### src/rtl/osd_mam_engine.sv
`default_nettype none
// ============================================================================
//  Module   : osd_mam_engine
//  Purpose  : Memory-access engine for the MAM debug module. Decodes command
//             packets from the debug interconnect into memory requests,
//             streams write data from continuation packets into memory beats,
//             and returns read data as response packets of at most
//             MAX_PKT_LEN flits.
//  Revision : 1.0  initial release
// ----------------------------------------------------------------------------
//  Ports
//   clk, rst                       clock, synchronous active-high reset
//   id[15:0]                       own interconnect address (src of replies)
//   in_data/valid/last, in_ready   incoming flit stream
//   out_data/valid/last, out_ready response flit stream
//   req_valid/ready, req_rw, req_addr, req_burst, req_size
//                                  memory request channel
//   write_valid/ready, write_data, write_strb
//                                  write data channel
//   read_valid/ready, read_data    read data channel
//   busy                           engine is not idle
// ============================================================================
module osd_mam_engine #(
    parameter int DATA_WIDTH  = 32,
    parameter int ADDR_WIDTH  = 32,
    parameter int MAX_PKT_LEN = 8
) (
    input  logic                    clk,
    input  logic                    rst,
    input  logic [15:0]             id,
    input  logic [15:0]             in_data,
    input  logic                    in_valid,
    input  logic                    in_last,
    output logic                    in_ready,
    output logic [15:0]             out_data,
    output logic                    out_valid,
    output logic                    out_last,
    input  logic                    out_ready,
    output logic                    req_valid,
    input  logic                    req_ready,
    output logic                    req_rw,
    output logic [ADDR_WIDTH-1:0]   req_addr,
    output logic                    req_burst,
    output logic [13:0]             req_size,
    output logic                    write_valid,
    input  logic                    write_ready,
    output logic [DATA_WIDTH-1:0]   write_data,
    output logic [DATA_WIDTH/8-1:0] write_strb,
    input  logic                    read_valid,
    output logic                    read_ready,
    input  logic [DATA_WIDTH-1:0]   read_data,
    output logic                    busy
);

    localparam int C_W  = DATA_WIDTH / 16;           // flits per word
    localparam int C_A  = ADDR_WIDTH / 16;           // address flits
    localparam int C_P  = (MAX_PKT_LEN - 3) / C_W;   // words per response packet
    localparam int C_CW = $clog2(MAX_PKT_LEN + 1);
    localparam int C_SW = DATA_WIDTH / 8;

    localparam logic [C_CW-1:0] C_W_LAST = C_CW'(C_W - 1);
    localparam logic [C_CW-1:0] C_A_LAST = C_CW'(C_A - 1);
    localparam logic [C_CW-1:0] C_P_LAST = C_CW'(C_P - 1);
    localparam logic [C_CW-1:0] C_HDR_LAST = C_CW'(2);

    typedef enum logic [3:0] {
        S_IDLE  = 4'd0,
        S_HDR   = 4'd1,
        S_CMD   = 4'd2,
        S_ADDR  = 4'd3,
        S_STRB  = 4'd4,
        S_DROP  = 4'd5,
        S_REQ   = 4'd6,
        S_WHDR  = 4'd7,
        S_WDATA = 4'd8,
        S_WWAIT = 4'd9,
        S_RWAIT = 4'd10,
        S_RHDR  = 4'd11,
        S_RDATA = 4'd12
    } state_t;

    state_t                  state_q, state_d, ret_q, ret_d;
    logic [C_CW-1:0]         cnt_q, cnt_d;           // header / address / out flit index
    logic [C_CW-1:0]         wcnt_q, wcnt_d;         // flits of current write word
    logic [C_CW-1:0]         pkt_words_q, pkt_words_d;
    logic [13:0]             words_q, words_d;       // words still to transfer
    logic [15:0]             src_q, src_d;
    logic [C_SW-1:0]         strb_q, strb_d;
    logic                    tail_q, tail_d;         // command packet has trailing flits
    logic                    pkt_end_q, pkt_end_d;   // last write word closed its packet
    logic [DATA_WIDTH-1:0]   wbuf_q, wbuf_d;
    logic [DATA_WIDTH-1:0]   rshift_q, rshift_d;
    logic                    in_ready_q, in_ready_d;
    logic [15:0]             out_data_q, out_data_d;
    logic                    out_valid_q, out_valid_d;
    logic                    out_last_q, out_last_d;
    logic                    req_valid_q, req_valid_d;
    logic                    req_rw_q, req_rw_d;
    logic [ADDR_WIDTH-1:0]   req_addr_q, req_addr_d;
    logic                    req_burst_q, req_burst_d;
    logic [13:0]             req_size_q, req_size_d;
    logic                    write_valid_q, write_valid_d;
    logic [DATA_WIDTH-1:0]   write_data_q, write_data_d;
    logic [C_SW-1:0]         write_strb_q, write_strb_d;
    logic                    read_ready_q, read_ready_d;
    logic                    busy_q, busy_d;

    logic w_in_fire, w_out_fire, w_word_last, w_cmd_done, w_cmd_tail;

    assign w_in_fire   = in_valid & in_ready_q;
    assign w_out_fire  = out_valid_q & out_ready;
    // Current read word closes the response packet.
    assign w_word_last = (words_q == 14'd1) || (pkt_words_q == C_P_LAST);

    always_comb begin
        state_d       = state_q;
        ret_d         = ret_q;
        cnt_d         = cnt_q;
        wcnt_d        = wcnt_q;
        pkt_words_d   = pkt_words_q;
        words_d       = words_q;
        src_d         = src_q;
        strb_d        = strb_q;
        tail_d        = tail_q;
        pkt_end_d     = pkt_end_q;
        wbuf_d        = wbuf_q;
        rshift_d      = rshift_q;
        out_data_d    = out_data_q;
        out_valid_d   = out_valid_q;
        out_last_d    = out_last_q;
        req_rw_d      = req_rw_q;
        req_addr_d    = req_addr_q;
        req_burst_d   = req_burst_q;
        req_size_d    = req_size_q;
        write_data_d  = write_data_q;
        write_strb_d  = write_strb_q;
        w_cmd_done    = 1'b0;
        w_cmd_tail    = 1'b0;

        case (state_q)
            S_IDLE: if (w_in_fire) begin
                cnt_d = '0;
                if (!in_last) state_d = S_HDR;
            end
            S_HDR: if (w_in_fire) begin
                if (cnt_q == '0) src_d = in_data;
                if (in_last)                 state_d = S_IDLE;
                else if (cnt_q == C_CW'(1))  state_d = S_CMD;
                else                         cnt_d = cnt_q + C_CW'(1);
            end
            S_CMD: if (w_in_fire) begin
                req_rw_d    = in_data[15];
                req_burst_d = in_data[14];
                req_size_d  = in_data[14] ? in_data[13:0] : 14'd1;
                cnt_d       = '0;
                state_d     = in_last ? S_IDLE : S_ADDR;
            end
            S_ADDR: if (w_in_fire) begin
                // Least-significant flit arrives first: shift in from the top.
                req_addr_d = ADDR_WIDTH'({in_data, req_addr_q} >> 16);
                if (cnt_q != C_A_LAST) begin
                    cnt_d = cnt_q + C_CW'(1);
                    if (in_last) state_d = S_IDLE;
                end else if (req_rw_q && !req_burst_q) begin
                    state_d = in_last ? S_IDLE : S_STRB;
                end else begin
                    w_cmd_done = 1'b1;
                    w_cmd_tail = ~in_last;
                end
            end
            S_STRB: if (w_in_fire) begin
                strb_d     = in_data[C_SW-1:0];
                w_cmd_done = 1'b1;
                w_cmd_tail = ~in_last;
            end
            S_DROP: if (w_in_fire && in_last) begin
                state_d = ret_q;
            end
            S_REQ: if (req_valid_q && req_ready) begin
                cnt_d       = '0;
                wcnt_d      = '0;
                pkt_words_d = '0;
                ret_d       = req_rw_q ? S_WHDR : S_RWAIT;
                // Trailing command flits are flushed before the data phase.
                if (tail_q)        state_d = S_DROP;
                else if (req_rw_q) state_d = S_WHDR;
                else               state_d = S_RWAIT;
            end
            S_WHDR: if (w_in_fire) begin
                if (in_last) begin
                    cnt_d = '0;
                end else if (cnt_q == C_HDR_LAST) begin
                    cnt_d   = '0;
                    state_d = S_WDATA;
                end else begin
                    cnt_d = cnt_q + C_CW'(1);
                end
            end
            S_WDATA: if (w_in_fire) begin
                wbuf_d = DATA_WIDTH'({wbuf_q, in_data});
                if (wcnt_q == C_W_LAST) begin
                    wcnt_d       = '0;
                    write_data_d = DATA_WIDTH'({wbuf_q, in_data});
                    write_strb_d = req_burst_q ? {C_SW{1'b1}} : strb_q;
                    pkt_end_d    = in_last;
                    state_d      = S_WWAIT;
                end else begin
                    // A partial word survives into the next data packet.
                    wcnt_d = wcnt_q + C_CW'(1);
                    if (in_last) state_d = S_WHDR;
                end
            end
            S_WWAIT: if (write_valid_q && write_ready) begin
                words_d = words_q - 14'd1;
                if (words_q == 14'd1) begin
                    ret_d   = S_IDLE;
                    state_d = pkt_end_q ? S_IDLE : S_DROP;
                end else begin
                    state_d = pkt_end_q ? S_WHDR : S_WDATA;
                end
            end
            S_RWAIT: if (read_ready_q && read_valid) begin
                out_valid_d = 1'b1;
                cnt_d       = '0;
                if (pkt_words_q == '0) begin
                    out_data_d = src_q;
                    out_last_d = 1'b0;
                    rshift_d   = read_data;
                    state_d    = S_RHDR;
                end else begin
                    out_data_d = read_data[DATA_WIDTH-1 -: 16];
                    out_last_d = (C_W == 1) && w_word_last;
                    rshift_d   = read_data << 16;
                    state_d    = S_RDATA;
                end
            end
            S_RHDR: if (w_out_fire) begin
                if (cnt_q == C_HDR_LAST) begin
                    out_data_d = rshift_q[DATA_WIDTH-1 -: 16];
                    out_last_d = (C_W == 1) && w_word_last;
                    rshift_d   = rshift_q << 16;
                    cnt_d      = '0;
                    state_d    = S_RDATA;
                end else begin
                    out_data_d = (cnt_q == '0) ? id : 16'h0000;
                    cnt_d      = cnt_q + C_CW'(1);
                end
            end
            S_RDATA: if (w_out_fire) begin
                if (cnt_q == C_W_LAST) begin
                    out_valid_d = 1'b0;
                    out_last_d  = 1'b0;
                    words_d     = words_q - 14'd1;
                    if (words_q == 14'd1) begin
                        state_d = S_IDLE;
                    end else begin
                        state_d     = S_RWAIT;
                        pkt_words_d = (pkt_words_q == C_P_LAST) ? '0 : pkt_words_q + C_CW'(1);
                    end
                end else begin
                    out_data_d = rshift_q[DATA_WIDTH-1 -: 16];
                    out_last_d = ((cnt_q + C_CW'(1)) == C_W_LAST) && w_word_last;
                    rshift_d   = rshift_q << 16;
                    cnt_d      = cnt_q + C_CW'(1);
                end
            end
            default: state_d = S_IDLE;
        endcase

        if (w_cmd_done) begin
            words_d = req_size_q;
            tail_d  = w_cmd_tail;
            if (req_burst_q && (req_size_q == 14'd0)) begin
                ret_d   = S_IDLE;
                state_d = w_cmd_tail ? S_DROP : S_IDLE;
            end else begin
                state_d = S_REQ;
            end
        end

        // Handshake outputs are registered decodes of the next state.
        in_ready_d    = (state_d == S_IDLE) || (state_d == S_HDR)  || (state_d == S_CMD) ||
                        (state_d == S_ADDR) || (state_d == S_STRB) || (state_d == S_DROP) ||
                        (state_d == S_WHDR) || (state_d == S_WDATA);
        req_valid_d   = (state_d == S_REQ);
        write_valid_d = (state_d == S_WWAIT);
        read_ready_d  = (state_d == S_RWAIT);
        busy_d        = (state_d != S_IDLE);
    end

    always_ff @(posedge clk) begin
        if (rst) begin
            state_q       <= S_IDLE;
            ret_q         <= S_IDLE;
            cnt_q         <= '0;
            wcnt_q        <= '0;
            pkt_words_q   <= '0;
            words_q       <= '0;
            src_q         <= '0;
            strb_q        <= '0;
            tail_q        <= 1'b0;
            pkt_end_q     <= 1'b0;
            wbuf_q        <= '0;
            rshift_q      <= '0;
            in_ready_q    <= 1'b0;
            out_data_q    <= '0;
            out_valid_q   <= 1'b0;
            out_last_q    <= 1'b0;
            req_valid_q   <= 1'b0;
            req_rw_q      <= 1'b0;
            req_addr_q    <= '0;
            req_burst_q   <= 1'b0;
            req_size_q    <= '0;
            write_valid_q <= 1'b0;
            write_data_q  <= '0;
            write_strb_q  <= '0;
            read_ready_q  <= 1'b0;
            busy_q        <= 1'b0;
        end else begin
            state_q       <= state_d;
            ret_q         <= ret_d;
            cnt_q         <= cnt_d;
            wcnt_q        <= wcnt_d;
            pkt_words_q   <= pkt_words_d;
            words_q       <= words_d;
            src_q         <= src_d;
            strb_q        <= strb_d;
            tail_q        <= tail_d;
            pkt_end_q     <= pkt_end_d;
            wbuf_q        <= wbuf_d;
            rshift_q      <= rshift_d;
            in_ready_q    <= in_ready_d;
            out_data_q    <= out_data_d;
            out_valid_q   <= out_valid_d;
            out_last_q    <= out_last_d;
            req_valid_q   <= req_valid_d;
            req_rw_q      <= req_rw_d;
            req_addr_q    <= req_addr_d;
            req_burst_q   <= req_burst_d;
            req_size_q    <= req_size_d;
            write_valid_q <= write_valid_d;
            write_data_q  <= write_data_d;
            write_strb_q  <= write_strb_d;
            read_ready_q  <= read_ready_d;
            busy_q        <= busy_d;
        end
    end

    assign in_ready    = in_ready_q;
    assign out_data    = out_data_q;
    assign out_valid   = out_valid_q;
    assign out_last    = out_last_q;
    assign req_valid   = req_valid_q;
    assign req_rw      = req_rw_q;
    assign req_addr    = req_addr_q;
    assign req_burst   = req_burst_q;
    assign req_size    = req_size_q;
    assign write_valid = write_valid_q;
    assign write_data  = write_data_q;
    assign write_strb  = write_strb_q;
    assign read_ready  = read_ready_q;
    assign busy        = busy_q;

endmodule
`default_nettype wire

### config.mk
export PLATFORM = sky130hd
export DESIGN_NAME = osd_mam_engine
export DESIGN_NICKNAME = d
export VERILOG_FILES = /design/src/rtl/osd_mam_engine.sv
export SDC_FILE = /design/constraint.sdc
export NUM_CORES = 1
export LEC_CHECK = 0
export BUFFER_PORTS_ARGS = -buffer_cell sky130_fd_sc_hd__buf_2
export CAP_MARGIN = 10
export CELL_PAD_IN_SITES_DETAIL_PLACEMENT = 1
export CELL_PAD_IN_SITES_GLOBAL_PLACEMENT = 1
export CORE_MARGIN = 4
export CORE_UTILIZATION = 40
export CTS_CLUSTER_DIAMETER = 80
export DETAILED_ROUTE_END_ITERATION = 12
export PLACE_DENSITY_LB_ADDON = 0.1
export SLEW_MARGIN = 5
export SYNTH_ARGS = -nofsm -noshare
export SYNTH_HDL_FRONTEND = slang
export SYNTH_SLANG_ARGS = --single-unit
### constraint.sdc
create_clock -name clk -period 5.6 [get_ports clk]
set_clock_uncertainty 0.1 [all_clocks]
set_input_delay 0.84 -clock clk [delete_from_list [all_inputs] [get_ports clk]]
set_output_delay 0.84 -clock clk [all_outputs]
set_load 0.02 [all_outputs]
==> impl_metrics.json <==
{
  "status": "completed",
  "remaining_drc_errors": 0,
  "synth.most_common_cell": "nand2_1",
  "drt_iter0_drc": 688,
  "hold_path_end": "req_addr[7]",
  "fin_crit_ps": 3630,
  "max_freq_ghz": 0.276,
  "ir_drop_uv": 225,
  "synth_top_cell_by_area": "dfxtp_1",
  "cts_buffers": 24,
  "setup_violations": 0,
  "ys_ff_latch": 211,
  "yosys-top-cells-area": "dfxtp_1 45%, nand2_1 14%, a21oi_1 9.1%, nor2_1 3.7%, clkbuf_1 2.7%",
  "fin_crit_sh": 0.648,
  "antenna_found_initial": 2,
  "num_io_pins": 179,
  "htreeDepth": 1,
  "drv_slew": 0,
  "post-route-util": 0.498,
  "clkSinkCount": 211,
  "cp.arrival_ps": 3910,
  "synth_flop_cell": "dfxtp_1",
  "io_buffers": 178,
  "layout.nets": 1466,
  "synthTopCellsByCount": "363 x nand2_1, 211 x dfxtp_1, 172 x a21oi_1, 93 x nor2_1, 69 x clkbuf_1",
  "design.core.area_mm2": 0.0229,
  "p_per_area_mw_per_mm2": 292,
  "seq_area_frac_synth": 0.447,
  "dieArea_mm2": 0.0261,
  "ys_warn_count": 0,
  "area_delta_synth_final_pct": 20.9,
  "cts.repair.resized": 0,
  "hold_viol": 0,
  "grt_pass1_wl_um": 52000,
  "clk_latency_ps": 530,
  "p_total_uw": 3330,
  "worstSetupStartpointType": "flip-flop",
  "multi_input_area_mm2": 0.00486,
  "timing.rr.end": "words_q[6]",
  "fin_tns_setup_ps": 0,
  "place.gp.congestion": 0.927,
  "rows": 55,
  "syn_inst": 1253,
  "place_inst": 1671,
  "routedWlPerCell_um": 19.2,
  "routed_wl_um": 32900,
  "p_leak_uw": 0.00446,
  "worstPathMaxFanout": 34,
  "ys_types": 67,
  "crit_required_ps": 5890,
  "synthesis.nets": 1335,
  "clockBufferDepth": 3,
  "cts_root_buf": "clkbuf_16",
  "hold_path_class": "reg2reg",
  "track_usage": 0.240,
  "grt_pass1_vias": 9578,
  "syn_avg_cell_area_um2": 7.54,
  "grt_overflow": 0,
  "fillers": 2936,
  "grt_max_degree": 104,
  "maxCapViolations": 0,
  "clk_pin_slew_ps": 60,
  "dr.pass1.iters": 6,
  "seqCellArea_mm2": 0.00422,
  "tightestPinTransition_ps": 1210,
  "worstRegToRegCells": 8,
  "final_layout_size_suffix_gt1_frac": 0.181,
  "crit_type": "reg2reg",
  "rrSetupSlack_ps": 1970,
  "place_ws_ps": 1700,
  "r2r-start": "state_q[0]",
  "via_per_inst": 5.57,
  "crit_path_end_kind": "flip-flop",
  "max_slew_margin": 0.189,
  "initial_core_util": 0.412,
  "cts_tree": "yes",
  "cts_setup_buffers": 0,
  "instances_no_fill": 1716,
  "dp.final_hpwl_um": 22400,
  "hp-start": "req_addr[7]",
  "ant_nets": 0,
  "synth_edf_count": 0,
  "synth_top_area_share": 0.447,
  "hold_depth": 2,
  "synthesis.area_mm2": 0.00945,
  "rsz0062_at_grt": "false",
  "setup_slack_ps": 1970,
  "vias": 9556,
  "die_x_um": 162,
  "synthArstFlopShare": 0,
  "cts_hold_buf": 0,
  "dieHeight_um": 162
}
==> metal layers <==
layer | share of wire | wire length (µm) | global-route usage | vias up
met5 | 0 | 0 | 0 | -
met4 | 0.022 | 722 | 0.0557 | 0
met3 | 0.058 | 1910 | 0.0487 | 46
met2 | 0.47 | 15500 | 0.404 | 245
met1 | 0.45 | 14800 | 0.320 | 4651
li1 | - | - | - | 4614
==> flip-flops by register name, summed over array words and instances (netlist names), 14 cells and up <==
register,flops
wbuf_q,16
write_data,32
rshift_q,32
req_size,14
words_q,14
req_addr,32
out_data,16
src_q,16
==> worst max-delay path by stage <==
| stage | startpoint | to | cells past startpoint |
|---|---|---|---|
| 5_1_grt | state_q[0] | words_q[6] | 8 |
| 2_1_floorplan | in_valid | in_ready | 9 |
| 6_report | state_q[0] | words_q[6] | 8 |
| 4_1_cts | state_q[0] | words_q[6] | 8 |
| 3_3_place_gp | in_valid | words_q[9] | 9 |
| 3_5_place_dp | in_valid | words_q[4] | 9 |
==> final cells by class <==
type / count / share of cell area
antenna: 2 / 0.000438
clock buffer: 36 / 0.0635
clock inverter: 7 / 0.0124
inverter: 12 / 0.00394
multi-input combinational: 940 / 0.426
sequential: 211 / 0.370
tap: 313 / 0.0343
timing repair buffer: 195 / 0.0897
==> critical path, stage by stage (launching register included) <==
cell     delay, ps
dfxtp_1        750
and2_1         290
nand3_1        100
buf_4          280
o31ai_4        790
o31a_1         690
o21ai_0        210
a21oi_1        210
nor2_1          60
==> stage by stage <==
step / hold slack, ps / area, µm²
final: 352 / 11400
after floorplan: 332 / 9450
after CTS: 355 / 11400
after detailed placement: 347 / 10500
after global routing: 371 / 11400
after global placement: 339 / 10500
==> kinds of logic (layout without fill, tap and decap cells) <==
| logic type | Yosys count | after routing | share of synthesized area |
|---|---|---|---|
| flops | 211 | 211 | 0.447 |
| compound gates | 304 | 304 | 0.202 |
| simple gates | 613 | 613 | 0.282 |
| mux | 5 | 5 | 0.00530 |
| xor+xnor | 8 | 8 | 0.00741 |
| buf+inv | 102 | 250 | 0.0429 |
| fa+ha+maj | 10 | 10 | 0.0132 |
| other cells | 0 | 2 | 0 |
==> cells in the final DEF (no fill, tap or decap), types with 4 or more instances in the layout <==
| master | netlist | routed |
|---|---|---|
| nor2b_1 | 4 | 4 |
| o31a_1 | 4 | 4 |
| nand2_1 | 363 | 363 |
| buf_2 | 15 | 177 |
| nor3_2 | 0 | 4 |
| o211ai_1 | 5 | 5 |
| ha_1 | 10 | 10 |
| nor4_1 | 9 | 8 |
| a31oi_1 | 7 | 7 |
| a21oi_1 | 172 | 172 |
| xor2_1 | 5 | 5 |
| dfxtp_1 | 211 | 211 |
| clkbuf_16 | 0 | 24 |
| o21ai_0 | 27 | 26 |
| inv_1 | 11 | 11 |
| clkbuf_8 | 0 | 8 |
| mux2i_1 | 5 | 5 |
| nand4_1 | 11 | 11 |
| and3_1 | 5 | 5 |
| nor2_1 | 93 | 91 |
| and2_1 | 6 | 6 |
| a311o_1 | 16 | 16 |
| a222oi_1 | 17 | 17 |
| nor3b_1 | 6 | 6 |
| nor3_1 | 34 | 30 |
| a211oi_1 | 26 | 26 |
| nand2b_1 | 7 | 7 |
| clkbuf_1 | 69 | 4 |
| nand3_1 | 48 | 48 |
| buf_4 | 1 | 17 |
==> power breakdown <==
| group | internal [µW] | switching, µW |
|---|---|---|
| sequential | 1510 | 7.28 |
| combinational | 39.8 | 92.9 |
| clock | 1040 | 648 |
Power figures use the tool's default switching activity.
